`src/rtl/rv32_decode_pkg.sv`:
```
// Shared RV32I decode definitions: major opcodes, immediate-format codes and
// the decoded operand-B record carried through the skid buffer.
package rv32_decode_pkg;

    localparam logic [6:0] OPC_OP     = 7'b0110011;
    localparam logic [6:0] OPC_OPIMM  = 7'b0010011;
    localparam logic [6:0] OPC_LOAD   = 7'b0000011;
    localparam logic [6:0] OPC_STORE  = 7'b0100011;
    localparam logic [6:0] OPC_BRANCH = 7'b1100011;
    localparam logic [6:0] OPC_LUI    = 7'b0110111;
    localparam logic [6:0] OPC_AUIPC  = 7'b0010111;
    localparam logic [6:0] OPC_JAL    = 7'b1101111;
    localparam logic [6:0] OPC_JALR   = 7'b1100111;

    localparam logic [2:0] IMM_R     = 3'd0;
    localparam logic [2:0] IMM_I     = 3'd1;
    localparam logic [2:0] IMM_S     = 3'd2;
    localparam logic [2:0] IMM_B     = 3'd3;
    localparam logic [2:0] IMM_U     = 3'd4;
    localparam logic [2:0] IMM_J     = 3'd5;
    localparam logic [2:0] IMM_SHAMT = 3'd6;
    localparam logic [2:0] IMM_NONE  = 3'd7;

    // funct3 values of the OP-IMM shift instructions (SLLI, SRLI/SRAI)
    localparam logic [2:0] F3_SLLI      = 3'b001;
    localparam logic [2:0] F3_SRLI_SRAI = 3'b101;

    typedef struct packed {
        logic        alusrc;
        logic [31:0] imm_val;
        logic [2:0]  imm_type;
        logic        illegal;
    } dec_t;

endpackage

```
`src/rtl/imm_decode.sv`:
```
// Combinational RV32I immediate decoder: classifies the instruction format,
// builds the extended immediate and picks the ALU operand-B source.
module imm_decode
    import rv32_decode_pkg::*;
(
    input  logic [31:0] instr,
    output logic        alusrc,
    output logic [31:0] imm_val,
    output logic [2:0]  imm_type,
    output logic        illegal
);

    // Format classification and immediate assembly by major opcode
    always_comb begin
        alusrc   = 1'b0;
        imm_val  = 32'd0;
        imm_type = IMM_NONE;
        illegal  = 1'b0;
        case (instr[6:0])
            OPC_OPIMM: begin
                alusrc = 1'b1;
                if ((instr[14:12] == F3_SLLI) || (instr[14:12] == F3_SRLI_SRAI)) begin
                    // Shift amount is unsigned; instr[30] only selects SRA vs SRL
                    imm_type = IMM_SHAMT;
                    imm_val  = {27'd0, instr[24:20]};
                end else begin
                    imm_type = IMM_I;
                    imm_val  = {{20{instr[31]}}, instr[31:20]};
                end
            end
            OPC_LOAD, OPC_JALR: begin
                alusrc   = 1'b1;
                imm_type = IMM_I;
                imm_val  = {{20{instr[31]}}, instr[31:20]};
            end
            OPC_STORE: begin
                alusrc   = 1'b1;
                imm_type = IMM_S;
                imm_val  = {{20{instr[31]}}, instr[31:25], instr[11:7]};
            end
            OPC_BRANCH: begin
                // Branch compare needs rs2, so operand B stays on register data
                alusrc   = 1'b0;
                imm_type = IMM_B;
                imm_val  = {{19{instr[31]}}, instr[31], instr[7], instr[30:25], instr[11:8], 1'b0};
            end
            OPC_LUI, OPC_AUIPC: begin
                alusrc   = 1'b1;
                imm_type = IMM_U;
                imm_val  = {instr[31:12], 12'd0};
            end
            OPC_JAL: begin
                alusrc   = 1'b1;
                imm_type = IMM_J;
                imm_val  = {{11{instr[31]}}, instr[31], instr[19:12], instr[20], instr[30:21], 1'b0};
            end
            OPC_OP: begin
                alusrc   = 1'b0;
                imm_type = IMM_R;
                imm_val  = 32'd0;
            end
            default: begin
                alusrc   = 1'b0;
                imm_type = IMM_NONE;
                imm_val  = 32'd0;
                illegal  = 1'b1;
            end
        endcase
    end

endmodule

```
`src/rtl/imm_operand_stage.sv`:
```
// Registered operand-B producer: decodes incoming instruction words and
// presents alusrc/imm results through a 2-entry skid buffer (main + skid).
module imm_operand_stage
    import rv32_decode_pkg::*;
#(
    parameter int XLEN = 32
) (
    input  logic            clk,
    input  logic            rst,
    input  logic            in_valid,
    output logic            in_ready,
    input  logic [XLEN-1:0] in_instr,
    input  logic            flush,
    output logic            out_valid,
    input  logic            out_ready,
    output logic            alusrc,
    output logic [XLEN-1:0] imm_val,
    output logic [2:0]      imm_type,
    output logic            illegal
);

    logic        dec_alusrc_s;
    logic [31:0] dec_imm_val_s;
    logic [2:0]  dec_imm_type_s;
    logic        dec_illegal_s;
    dec_t        dec_s;

    logic        main_valid_r;
    logic        skid_valid_r;
    logic        in_ready_r;
    dec_t        main_r;
    dec_t        skid_r;

    logic        main_valid_s;
    logic        skid_valid_s;
    dec_t        main_s;
    dec_t        skid_s;
    logic        in_fire_s;
    logic        out_fire_s;

    imm_decode u_imm_decode (
        .instr    (in_instr[31:0]),
        .alusrc   (dec_alusrc_s),
        .imm_val  (dec_imm_val_s),
        .imm_type (dec_imm_type_s),
        .illegal  (dec_illegal_s)
    );

    assign dec_s      = '{alusrc: dec_alusrc_s, imm_val: dec_imm_val_s,
                          imm_type: dec_imm_type_s, illegal: dec_illegal_s};
    assign in_fire_s  = in_valid && in_ready_r;
    assign out_fire_s = main_valid_r && out_ready;

    // Buffer steering: refill main from skid first, then from the input
    always_comb begin
        main_valid_s = main_valid_r;
        skid_valid_s = skid_valid_r;
        main_s       = main_r;
        skid_s       = skid_r;
        if (flush) begin
            main_valid_s = 1'b0;
            skid_valid_s = 1'b0;
        end else if (skid_valid_r) begin
            // in_ready is low while skid holds a word, so no input can arrive
            if (out_fire_s) begin
                main_s       = skid_r;
                skid_valid_s = 1'b0;
            end else begin
                main_s = main_r;
            end
        end else if (in_fire_s) begin
            if (!main_valid_r || out_fire_s) begin
                main_s       = dec_s;
                main_valid_s = 1'b1;
            end else begin
                skid_s       = dec_s;
                skid_valid_s = 1'b1;
            end
        end else if (out_fire_s) begin
            main_valid_s = 1'b0;
        end else begin
            main_valid_s = main_valid_r;
        end
    end

    // State registers; in_ready is registered from the next skid occupancy
    always_ff @(posedge clk or posedge rst) begin
        if (rst) begin
            main_valid_r <= 1'b0;
            skid_valid_r <= 1'b0;
            in_ready_r   <= 1'b1;
            main_r       <= '0;
            skid_r       <= '0;
        end else begin
            main_valid_r <= main_valid_s;
            skid_valid_r <= skid_valid_s;
            in_ready_r   <= !skid_valid_s;
            main_r       <= main_s;
            skid_r       <= skid_s;
        end
    end

    assign in_ready  = in_ready_r;
    assign out_valid = main_valid_r;
    assign alusrc    = main_r.alusrc;
    assign imm_val   = main_r.imm_val;
    assign imm_type  = main_r.imm_type;
    assign illegal   = main_r.illegal;

endmodule

```
`config.mk`:
```
export PLATFORM = sky130hd
export DESIGN_NAME = imm_operand_stage
export DESIGN_NICKNAME = d
export VERILOG_FILES = /design/src/rtl/rv32_decode_pkg.sv /design/src/rtl/imm_decode.sv /design/src/rtl/imm_operand_stage.sv
export SDC_FILE = /design/constraint.sdc
export NUM_CORES = 1
export LEC_CHECK = 0
export ABC_AREA = 1
export BUFFER_PORTS_ARGS = -buffer_cell sky130_fd_sc_hd__buf_2
export CORE_MARGIN = 2
export CORE_UTILIZATION = 33
export DETAILED_ROUTE_END_ITERATION = 8
export GPL_ROUTABILITY_DRIVEN = 1
export GPL_TIMING_DRIVEN = 0
export HOLD_SLACK_MARGIN = 0.08
export PLACE_DENSITY_LB_ADDON = 0.2
export SYNTH_ARGS = -nofsm -noshare
export SYNTH_HDL_FRONTEND = slang
export SYNTH_SLANG_ARGS = --single-unit
```
`constraint.sdc`:
```
create_clock -name clk -period 2.8 [get_ports clk]
set_clock_uncertainty 0.1 [all_clocks]
set_input_delay 0.56 -clock clk [delete_from_list [all_inputs] [get_ports clk]]
set_output_delay 0.56 -clock clk [all_outputs]
set_load 0.005 [all_outputs]
```
==> metrics.cfg <==
[critical_path]
slowest_stage = dfrtp_1
cp_max_fo = 10
cp.arrival_ps = 2070
criticalPathCategory = flip-flop to flip-flop
startpoint_type = flip-flop
critPathCaptureType = flip-flop
path_cells = inv_2 > nand2_1 > nor2_1 > buf_2 > clkbuf_1 > a31oi_1
cp_slowest_stage_delay_ps = 440
path_buf_inv = 3
cp_top_family = buffers and inverters
required_ps = 2900

[global_routing]
first_global_vias = 4049
grt_pass1_wl_um = 20300
antenna_found_initial = 0
grt_usage_pct = 18.4
grt-ovfl-total = 0
grt_start_max_net_pins = 45

[final_layout]
num_antenna_cells = 0
post-route-util_pct = 41.2
final_area_mm2 = 0.00517
nets = 713
ff_latch_area_mm2 = 0.00193
final_common_cell = nand2_1
n_fill_cell = 1347
synthToLayoutAreaGrowth_pct = 22.1
drive_gt1_share_pct = 19.4
fin_cells = 852
multiInputGateArea_mm2 = 0.00198
layout_common_cells = nand2_1, nor2_1, buf_2

[placed_design]
place_inst = 837
dpl_cell_area_mm2 = 0.00486
numPortBuffers = 75
gp_congestion = 0.890
hpwl_um = 9200

[timing]
rsz0062_at_grt = no
slew_headroom_pct = 62.2
layout_min_cycle_time_ps = 1970
final_hold_viol_count = 0
setup-tns-final_ps = 0
fin_crit_sh_pct = 70.2
setup-violations-final = 0
fmax_mhz = 509
tightestPinTransition_ps = 568
drv_slew = 0

[logic_synthesis]
synth_compound_area_share_pct = 11.2
synthMuxAreaShare_pct = 0
synthXorXnorAreaFrac_pct = 0
ys_types = 28
postSynthNetCount = 626
synth_top_family_by_area = simple AND/OR/NAND/NOR gates
synthSimpleGateAreaFrac_pct = 35.5
syn_area_mm2 = 0.00424
syn_inst = 589
synth-adder-area-share_pct = 0
synth_area_per_cell_um2 = 7.19
ys_warn_count = 0
seq_area_frac_synth_pct = 45.5
ys_ff_latch = 77

[clock_tree]
cts_tree = yes
ctsResizeCount = 0
cts_htree_levels = 3
clockBufferDepth = 2
insertion_delay_ps = 340
cts_root_buf = clkbuf_16
clock-sinks = 77
cts_setup_buffers = 0
cts_buffers = 9
hold_buffers = 0
clkTransAtPathRegs_ps = 60

[pwr]
p_sw_share_pct = 27.3
p_leak_nw = 2.91
pwr-share-clk_pct = 38.8
seq_power_share_pct = 44.7
p_int_mw = 2.36
p_comb_share_pct = 16.5
p_per_area_mw_per_mm2 = 627
peakVddDrop_uv = 347
total_power_mw = 3.25
p_sw_mw = 0.885

[floorplan]
ios = 76
coreArea_mm2 = 0.0126
die_area_mm2 = 0.0138
start_util_pct = 33.7
die_h_um = 117
die_x_um = 117
rows = 41

[route]
drt_iter0_markers = 319
drt-total-wl_um = 12600
drcViolationCount = 0
wl_per_cell_um = 14.8
first_pass_iters = 6
ant_nets = 0
vias = 4184
vias_per_cell = 4.91

[flow_run]
max_cap_violations = 0

[worst_hold_path]
hold_path_class = input pin to asynchronous set/reset pin

[outcome]
outcome = complete, no violations

layer usage:
metal	global-route usage (%)	routed length, µm
met4	6.78	222
met3	3.70	701
met2	28.9	5750
met1	25.2	5900
met5	0	0
worst register-to-register path, cell delays in order (launching register included):
cell	delay, ps
dfrtp_1	440
inv_2	210
nand2_1	90
nor2_1	120
buf_2	270
clkbuf_1	430
a31oi_1	170
worst paths after layout:
kind                         startpoint     endpoint  slack (ps)  depth (start not counted)
max                        skid_valid_r   skid_r[36]         830                          6
min                                 rst   imm_val[3]         140                          2
max reg2reg                skid_valid_r   skid_r[36]         830                          6
min reg2reg                 imm_val[26]  imm_val[26]         370                          2
max in group asynchronous           rst     in_ready        1840                          3
min in group clk            imm_val[26]  imm_val[26]         370                          2
through the flow:
| stage | hold slack [ps] | worst slack [ps] |
|---|---|---|
| global placement | 361 | -837 |
| CTS | 160 | 835 |
| finish | 142 | 835 |
| floorplan | 359 | 175 |
| global route | 180 | 684 |
| detailed placement | 361 | 675 |
power groups by stage:
stage	registers [mW]	clock network (mW)	logic, mW
2_1_floorplan	1.45	0	0.338
3_3_place_gp	1.46	0	0.513
3_5_place_dp	1.47	0	0.536
4_1_cts	1.45	1.29	0.539
5_1_grt	1.48	1.34	0.612
6_report	1.45	1.26	0.537
sequential cells by signal, summed over array words and instances, names as in the netlist:
register and count:
imm_val 32, imm_type 3, skid_valid_r 1, skid_r 37, out_valid 1, illegal 1, in_ready 1, alusrc 1
cell families after synthesis:
group	count (synthesis)
buffers and inverters	71
flip-flops	77
AO/OA/AOI/OAI	85
AND/OR/NAND/NOR	356
Yosys cell counts (all sizes together):
cell type,number,area (µm²)
nand2,161,637
nor2,130,518
dfrtp,76,1900
nand3,56,290
a21oi,39,195
inv,38,143
a31oi,30,194
buf,21,140
o21ai,14,70.1
clkbuf,12,45.0
nand3b,4,30.0
or2,3,18.8
a41oi,1,8.76
dfstp,1,26.3
nand4,1,6.26
nor3,1,5.00
o21a,1,7.51
layout make-up:
cell class              count  share of cell area (%)
plain buffers              33                    3.58
clock buffers              11                    4.69
clock inverters             4                    1.40
inverters                  38                    2.81
multi-input cells         441                    38.3
flip-flops and latches     77                    37.3
well taps                 172                    4.16
repair buffers             76                    7.79
(Power assumes the default switching activity.)
